==> src/rtl/cr16_uart_loader.sv <==
// UART boot loader: receives an 8N1 program image (16-bit header N, then N words,
// each high byte first), writes it into BRAM port A, then releases the CR16 core.
module cr16_uart_loader #(
    parameter int unsigned P_CLK_FREQ_HZ   = 50000000,
    parameter int unsigned P_BAUD_RATE     = 115200,
    parameter int unsigned P_ADDRESS_WIDTH = 16,
    parameter int unsigned P_START_ADDRESS = 0,
    parameter int unsigned P_MAX_WORDS     = 1024
) (
    input  logic                       I_CLK,
    input  logic                       I_NRESET,
    input  logic                       I_UART_RX,
    output logic [15:0]                O_MEM_DATA,
    output logic [P_ADDRESS_WIDTH-1:0] O_MEM_ADDRESS,
    output logic                       O_MEM_WRITE_ENABLE,
    output logic                       O_CR16_NRESET,
    output logic                       O_LOAD_DONE,
    output logic                       O_LOAD_ERROR,
    output logic [15:0]                O_WORD_COUNT
);

    localparam int unsigned AW           = P_ADDRESS_WIDTH;
    localparam int unsigned CLKS_PER_BIT = P_CLK_FREQ_HZ / P_BAUD_RATE;
    localparam int unsigned HALF_BIT     = CLKS_PER_BIT / 2;
    localparam int unsigned CNT_W        = $clog2(CLKS_PER_BIT + 1);
    localparam logic [CNT_W-1:0] BIT_LAST  = CNT_W'(CLKS_PER_BIT - 1);
    localparam logic [CNT_W-1:0] HALF_LAST = CNT_W'((HALF_BIT > 0) ? HALF_BIT - 1 : 0);

    typedef enum logic [1:0] {
        RX_IDLE,
        RX_START,
        RX_DATA,
        RX_STOP
    } rx_state_t;

    typedef enum logic [2:0] {
        LD_HDR_HI,
        LD_HDR_LO,
        LD_DATA_HI,
        LD_DATA_LO,
        LD_WRITE,
        LD_DONE,
        LD_ERROR
    } ld_state_t;

    logic             rx_meta;
    logic             rx_sync;
    logic             rx_prev;
    rx_state_t        rx_state;
    logic [CNT_W-1:0] rx_cnt;
    logic [2:0]       bit_idx;
    logic [7:0]       rx_shift;

    logic             stop_sample_c;
    logic             byte_valid_c;
    logic             frame_error_c;

    ld_state_t        ld_state;
    logic [7:0]       hdr_hi;
    logic [15:0]      word_total;
    logic [7:0]       data_hi;
    logic [AW-1:0]    addr;
    logic [15:0]      header_c;

    // Two-flop synchronizer plus one history flop for falling-edge detection
    always_ff @(posedge I_CLK or negedge I_NRESET) begin
        if (!I_NRESET) begin
            rx_meta <= 1'b1;
            rx_sync <= 1'b1;
            rx_prev <= 1'b1;
        end else begin
            rx_meta <= I_UART_RX;
            rx_sync <= rx_meta;
            rx_prev <= rx_sync;
        end
    end

    // 8N1 receiver: mid-bit sampling referenced to the detected start edge
    always_ff @(posedge I_CLK or negedge I_NRESET) begin
        if (!I_NRESET) begin
            rx_state <= RX_IDLE;
            rx_cnt   <= '0;
            bit_idx  <= '0;
            rx_shift <= '0;
        end else begin
            case (rx_state)
                RX_IDLE: begin
                    if (rx_prev && !rx_sync) begin
                        rx_state <= RX_START;
                        rx_cnt   <= '0;
                    end
                end
                RX_START: begin
                    if (rx_cnt == HALF_LAST) begin
                        rx_cnt   <= '0;
                        bit_idx  <= '0;
                        rx_state <= rx_sync ? RX_IDLE : RX_DATA;
                    end else begin
                        rx_cnt <= rx_cnt + CNT_W'(1);
                    end
                end
                RX_DATA: begin
                    if (rx_cnt == BIT_LAST) begin
                        rx_cnt   <= '0;
                        rx_shift <= {rx_sync, rx_shift[7:1]};
                        bit_idx  <= bit_idx + 3'd1;
                        if (bit_idx == 3'd7) begin
                            rx_state <= RX_STOP;
                        end
                    end else begin
                        rx_cnt <= rx_cnt + CNT_W'(1);
                    end
                end
                RX_STOP: begin
                    if (rx_cnt == BIT_LAST) begin
                        rx_cnt   <= '0;
                        rx_state <= RX_IDLE;
                    end else begin
                        rx_cnt <= rx_cnt + CNT_W'(1);
                    end
                end
                default: rx_state <= RX_IDLE;
            endcase
        end
    end

    // Stop-bit sample decides between a delivered byte and a frame error
    always_comb begin
        stop_sample_c = (rx_state == RX_STOP) && (rx_cnt == BIT_LAST);
        byte_valid_c  = stop_sample_c && rx_sync;
        frame_error_c = stop_sample_c && !rx_sync;
        header_c      = {hdr_hi, rx_shift};
    end

    // Loader: header parse, word assembly, BRAM write and core reset release
    always_ff @(posedge I_CLK or negedge I_NRESET) begin
        if (!I_NRESET) begin
            ld_state           <= LD_HDR_HI;
            hdr_hi             <= '0;
            word_total         <= '0;
            data_hi            <= '0;
            addr               <= AW'(P_START_ADDRESS);
            O_MEM_DATA         <= '0;
            O_MEM_ADDRESS      <= '0;
            O_MEM_WRITE_ENABLE <= 1'b0;
            O_CR16_NRESET      <= 1'b0;
            O_LOAD_DONE        <= 1'b0;
            O_LOAD_ERROR       <= 1'b0;
            O_WORD_COUNT       <= '0;
        end else begin
            O_MEM_WRITE_ENABLE <= 1'b0;
            if (frame_error_c && (ld_state != LD_DONE) && (ld_state != LD_ERROR)) begin
                ld_state     <= LD_ERROR;
                O_LOAD_ERROR <= 1'b1;
            end else begin
                case (ld_state)
                    LD_HDR_HI: begin
                        if (byte_valid_c) begin
                            hdr_hi   <= rx_shift;
                            ld_state <= LD_HDR_LO;
                        end
                    end
                    LD_HDR_LO: begin
                        if (byte_valid_c) begin
                            word_total <= header_c;
                            if (header_c == 16'd0) begin
                                ld_state      <= LD_DONE;
                                O_LOAD_DONE   <= 1'b1;
                                O_CR16_NRESET <= 1'b1;
                            end else if (32'(header_c) > P_MAX_WORDS) begin
                                ld_state     <= LD_ERROR;
                                O_LOAD_ERROR <= 1'b1;
                            end else begin
                                ld_state <= LD_DATA_HI;
                            end
                        end
                    end
                    LD_DATA_HI: begin
                        if (byte_valid_c) begin
                            data_hi  <= rx_shift;
                            ld_state <= LD_DATA_LO;
                        end
                    end
                    LD_DATA_LO: begin
                        if (byte_valid_c) begin
                            O_MEM_WRITE_ENABLE <= 1'b1;
                            O_MEM_DATA         <= {data_hi, rx_shift};
                            O_MEM_ADDRESS      <= addr;
                            ld_state           <= LD_WRITE;
                        end
                    end
                    LD_WRITE: begin
                        addr         <= addr + AW'(1);
                        O_WORD_COUNT <= O_WORD_COUNT + 16'd1;
                        if ((O_WORD_COUNT + 16'd1) == word_total) begin
                            ld_state      <= LD_DONE;
                            O_LOAD_DONE   <= 1'b1;
                            O_CR16_NRESET <= 1'b1;
                        end else begin
                            ld_state <= LD_DATA_HI;
                        end
                    end
                    LD_DONE:  ld_state <= LD_DONE;
                    LD_ERROR: ld_state <= LD_ERROR;
                    default:  ld_state <= LD_ERROR;
                endcase
            end
        end
    end

endmodule
==> config.mk <==
export PLATFORM = sky130hd
export DESIGN_NAME = cr16_uart_loader
export DESIGN_NICKNAME = d
export VERILOG_FILES = /design/src/rtl/cr16_uart_loader.sv
export SDC_FILE = /design/constraint.sdc
export NUM_CORES = 1
export LEC_CHECK = 0
export CORE_ASPECT_RATIO = 1.2
export CORE_UTILIZATION = 25
export CTS_CLUSTER_DIAMETER = 120
export CTS_CLUSTER_SIZE = 12
export DETAILED_ROUTE_END_ITERATION = 8
export PLACE_DENSITY = 0.51
export SLEW_MARGIN = 20
export SYNTH_ARGS = -nofsm -noshare
export SYNTH_HDL_FRONTEND = slang
export SYNTH_SLANG_ARGS = --single-unit
export TNS_END_PERCENT = 30
==> constraint.sdc <==
create_clock -name I_CLK -period 2.47 [get_ports I_CLK]
set_input_delay 0.3705 -clock I_CLK [delete_from_list [all_inputs] [get_ports I_CLK]]
set_output_delay 0.3705 -clock I_CLK [all_outputs]
set_load 0.03 [all_outputs]
After elaboration in Yosys (flattened, before gate mapping)

Index checks and enable logic that the tools add are counted.

Register bits after elaboration: 127
Input bits: 3
Word-level logic and storage cells: 113

Add/subtract/negate cells: 4
Bitwise operators: 1
Equal/unequal tests: 27
Magnitude comparators: 1
Reduce and logical (&&, ||, !) cells: 27
Multiplexer cells: 35

Operators with widths:

| operator              | count |
|---|---|
| $add 16x1->16 const B | 2 |
| $mux 3                | 10 |
| $mux 9                | 3 |
| $pmux 9 s3            | 1 |
| $ne 2x2->1 const B    | 9 |
| $ne 3x3->1 const B    | 6 |
| $pmux 3 s6            | 1 |
| $eq 16x16->1          | 1 |
| $gt 16x11->1 const B  | 1 |
| $logic_not 16->1      | 1 |
| $reduce_and 3->1      | 5 |
| $mux 2                | 6 |
| $mux 1                | 11 |
| $reduce_and 5->1      | 2 |
| $reduce_bool 2->1     | 5 |
| $add 9x1->9 const B   | 1 |
| $eq 3x3->1 const B    | 3 |
| $eq 9x8->1 const B    | 1 |
| $eq 9x9->1 const B    | 1 |
| $pmux 2 s4            | 1 |
| $reduce_and 4->1      | 2 |
| $eq 3x2->1 const B    | 2 |
| $logic_and 1x1->1     | 6 |
| $pmux 3 s2            | 1 |
| other kinds (11)      | 13 |

Logic depth before layout (Yosys ltp)

Depth after elaboration: 7
Depth in mapped cells: 9
Gate-level depth less buffers: 8

Worst setup path after synthesis

OpenSTA, ideal clock, no wires.

Kind: register to register
Start: register O_WORD_COUNT[0]
End: register ld_state[0]
Setup slack: 0.186 ns
Required time: 2.374 ns
Cell stages (with the launch flop): 7
Arrival time: 2.188 ns
Path through: dfrtp_1 > ha_1 > xor2_1 > or4_1 > a2111oi_2 > nand4_1 > o31ai_1

Cells in the longest elaborated chain, start to end: 5

Ends and longest elaborated chain:

| item                     | line | RTL |
|---|---|---|
| start: declaration       | 19   | `output logic [15:0] O_WORD_COUNT` |
| start signal: assignment | 194  | `O_WORD_COUNT <= O_WORD_COUNT + 16'd1;` |
| $add 16x1->16            | 195  | `if ((O_WORD_COUNT + 16'd1) == word_total) begin` |
| $eq 16x16->1             | 195  |  |
| $mux 3                   | 195  |  |
| $pmux 3 s6               | 156  | `case (ld_state)` |
| $mux 3                   | 152  | `if (frame_error_c && (ld_state != LD_DONE) && (ld_state != LD_ERROR)) begin` |
| end signal: assignment   | 153  | `ld_state <= LD_ERROR;` |
| end signal: assignment   | 160  | `ld_state <= LD_HDR_LO;` |
| end signal: assignment   | 196  | `ld_state <= LD_DONE;` |
| end: declaration         | 58   | `ld_state_t ld_state;` |

No other way between the ends.
A chain may end at the register's enable or synchronous reset.

Worst setup path in the final report

Start: register rx_cnt[1]
End: register word_total[3]

Cells in the longest elaborated chain, start to end: 7

Ends and longest elaborated chain:

| item                                | line | RTL |
|---|---|---|
| start: declaration                  | 50   | `logic [CNT_W-1:0] rx_cnt;` |
| start signal: assignment            | 99   | `rx_cnt <= rx_cnt + CNT_W'(1);` |
| start signal: assignment            | 111  | `rx_cnt <= rx_cnt + CNT_W'(1);` |
| start signal: assignment            | 119  | `rx_cnt <= rx_cnt + CNT_W'(1);` |
| $eq 9x9->1 *                        | 129  | `stop_sample_c = (rx_state == RX_STOP) && (rx_cnt == BIT_LAST);` |
| $logic_and 1x1->1 *                 | 129  |  |
| $logic_and 1x1->1                   | 131  | `frame_error_c = stop_sample_c && !rx_sync;` |
| $logic_and 1x1->1 (2 in series)     | 152  |  |
| $not 1->1 (no source line)          | n/a  |  |
| $reduce_and 3->1 (no source line) * | n/a  |  |
| end signal: assignment              | 165  | `word_total <= header_c;` |
| end: declaration                    | 60   | `logic [15:0] word_total;` |

Mark *: on every way between the ends. The rest lies on a longest branch, timed or not.

==> impl_results.md <==
- Outcome: complete, but fails checks
- Violated checks: hold timing
- Ys async rst share: 100%
- Antenna violations before repair: 0
- Flops & latches, synth: 127
- Final setup fails: 0
- Count leader, synth: dfrtp_1
- Core area: 23400 um2
- Crit. End Element: flip-flop
- Initial drt markers: 202
- Worst EP arrival: 2630 ps
- Insertion delay to the later sink of the worst-skew pair: 420 ps
- RSZ-0062 raised after global routing: false
- Final cell count without fillers: 902
- FP Rows: 61
- Ant. Diodes: 0
- Synth top area share: 51.9%
- Register area share after synthesis: 53.2%
- Leakage: 0.00340 uW
- Synth top cells by count: dfrtp_1, mux2_2, nand2_1
- Peak VDD IR: 0.443 mV
- Worst slew pin tran: 708 ps
- Overall Global Routing Usage: 11.8%
- Htree depth: 4
- Setup_tns: 0 ps
- Crit path kind: reg2reg
- Pwr Density: 650 nW/um2
- Synth warn: 0
- PortBufs: 54
- Area contributors post-synth: dfrtp_1, mux2_2, xnor2_1, xor2_1, nand2_1
- Relative slew slack: 52.8%
- Vias per Instance: 4.55
- Largest net degree at the start of global routing: 53
- Clk_skew: 9.78 ps
- CTS tree: yes
- Synth Flop Type: dfrtp_1
- Yosys top cell by area: dfrtp_1
- First-pass GRT wire length: 22.3 mm
- Final wirelength: 13.1 mm
- Critical path startpoint category: flip-flop
- WHS: -12.2 ps
- Ports: 55
- Vias in the first global route: 4210
- GRT overflow: 0
- Die Width: 143 um
- Final Max Slew Viols: 0
- Dpl cells: 865
- Router iterations before antenna repair: 4
- Starting density of the core: 25.6%
- Antenna Nets Post-Route: 0
- Layout Utilization: 32.8%
- Clock sink count: 127
- Maxcap violations: 0
- Post-Syn Area: 5980 um2
- Critical Path RT: 2770 ps
- Synth Net Count: 503
- Placer Congestion: 0.880
- Area grow syn2layout: 28.0%
- Total die area: 24500 um2
- Chip Height: 171 um
- Gate Count Post-Synth: 493
- HPWL after detailed placement: 9.35 mm
- # DRC: 0
- Vias post-DR: 4101
- Crit path max fanout: 6
- Final nets: 585
- Post-synth EDFFs: 0
- Clk buf depth: 2
- Cts hold-fix bufs: 0
- Yosys cell types: 65
- CTS clk-pin slew, worst paths: 60 ps
- Root buffer cell: clkbuf_16
- Crit share post-route: 94.2%
- HP Class: in2async
- Share of cells above drive strength 1: 25.9%
- Wire length per cell: 14.5 um
- Max Freq: 430 MHz
- Final min period: 2330 ps
- Mean Syn Cell Area: 12.1 um2
- Num CTS Buffers: 17
- Final-report hold violation count: 8
## repair_timing
| action | 4_1_cts | 5_1_grt |
|---|---|---|
| resized for setup | 0 | 1 |
| buffers inserted | 0 | 6 |
| setup endpoints to repair | 0 | 8 |
## cells in the final DEF (no fill, tap or decap), drive strengths merged, types with 4 or more instances in the layout
master and n:
a21oi 12, nor2 20, clkdlybuf4s50 53, inv 16
nor4 10, nand4 12, clkinv 4, o21ai 18
nor3 6, xor2 18, mux2 72, buf 26
o31ai 5, nand3 13, nand2b 7, ha 7
clkbuf 20, dfrtp 124, nand2 41, xnor2 32
and3 8, o22ai 5, nor2b 6
## area by class of cell
type,instances,area [um2]
fill,2409,15700
sequential,127,3180
multi-input combinational,336,2640
timing repair buffer,79,767
clock buffer,20,457
tap,315,394
clock inverter,11,158
inverter,14,52.6
## metal layers
| layer | vias up | track usage [%] | wire length [um] |
|---|---|---|---|
| met5 | - | 0 | 0 |
| met4 | 0 | 5.52 | 280 |
| met3 | 16 | 2.81 | 419 |
| met2 | 82 | 18.9 | 6420 |
| met1 | 2063 | 14.8 | 5950 |
| li1 | 1940 | - | - |
## flip-flops by register name, indices dropped and copies added, names as in the netlist, named ones only
signal and count:
O_LOAD_DONE 1, O_LOAD_ERROR 1, O_MEM_ADDRESS 16, O_MEM_DATA 16, O_MEM_WRITE_ENABLE 1, O_WORD_COUNT 16
addr 16, bit_idx 3, data_hi 8, hdr_hi 8, ld_state 3, rx_cnt 9
rx_meta 1, rx_prev 1, rx_shift 8, rx_state 1, rx_sync 1, word_total 16
## power breakdown
group | switching [uW] | leakage [uW] | internal (uW)
clock network | 940 | 0.000293 | 1650
logic | 107 | 0.00136 | 70.7
registers | 72.7 | 0.00175 | 2140
total | 1120 | 0.00340 | 3850
## per-stage QoR
step,area (um2),hold slack [ps],setup WS [ps],power [uW]
global route,7650,27.0,8.36,5190
CTS,7590,7.71,76.1,5050
global placement,6980,348,142,2420
detailed placement,6980,349,80.5,2430
finish,7650,-12.2,143,4970
floorplan,5980,74.9,186,2330
## kinds of logic (layout without fill, tap and decap cells)
| kind of cell | after synthesis | in the layout | share of synthesized area (%) |
|---|---|---|---|
| AO/OA/AOI/OAI | 65 | 65 | 7.41 |
| XOR/XNOR | 50 | 50 | 7.33 |
| adder cells (fa/ha/maj) | 7 | 7 | 1.47 |
| buffers and inverters | 30 | 124 | 2.55 |
| flip-flops | 127 | 127 | 53.2 |
| multiplexers | 75 | 75 | 14.6 |
| AND/OR/NAND/NOR | 139 | 139 | 13.4 |
## worst max-delay path: stages (launching register included)
cell and delay, ps:
dfrtp_1 400, inv_1 100, ha_1 140, and4b_4 260, nand2_2 90, or4_4 570, nor2_8 190, buf_12 140
mux2_2 330
## path summary, 6_finish.rpt
kind / from / to / slack [ps] / cells past startpoint
worst max-delay path: rx_cnt[1] / word_total[3] / 140 / 8
worst min-delay path: I_NRESET / O_MEM_ADDRESS[8] / -10 / 1
worst max register to register: rx_cnt[1] / word_total[3] / 140 / 8
worst min register to register: rx_meta / rx_sync / 360 / 0
max in group asynchronous: I_NRESET / O_WORD_COUNT[14] / 1740 / 2
min in group I_CLK: rx_meta / rx_sync / 360 / 0
No activity file was read; power rests on OpenSTA's default activity.
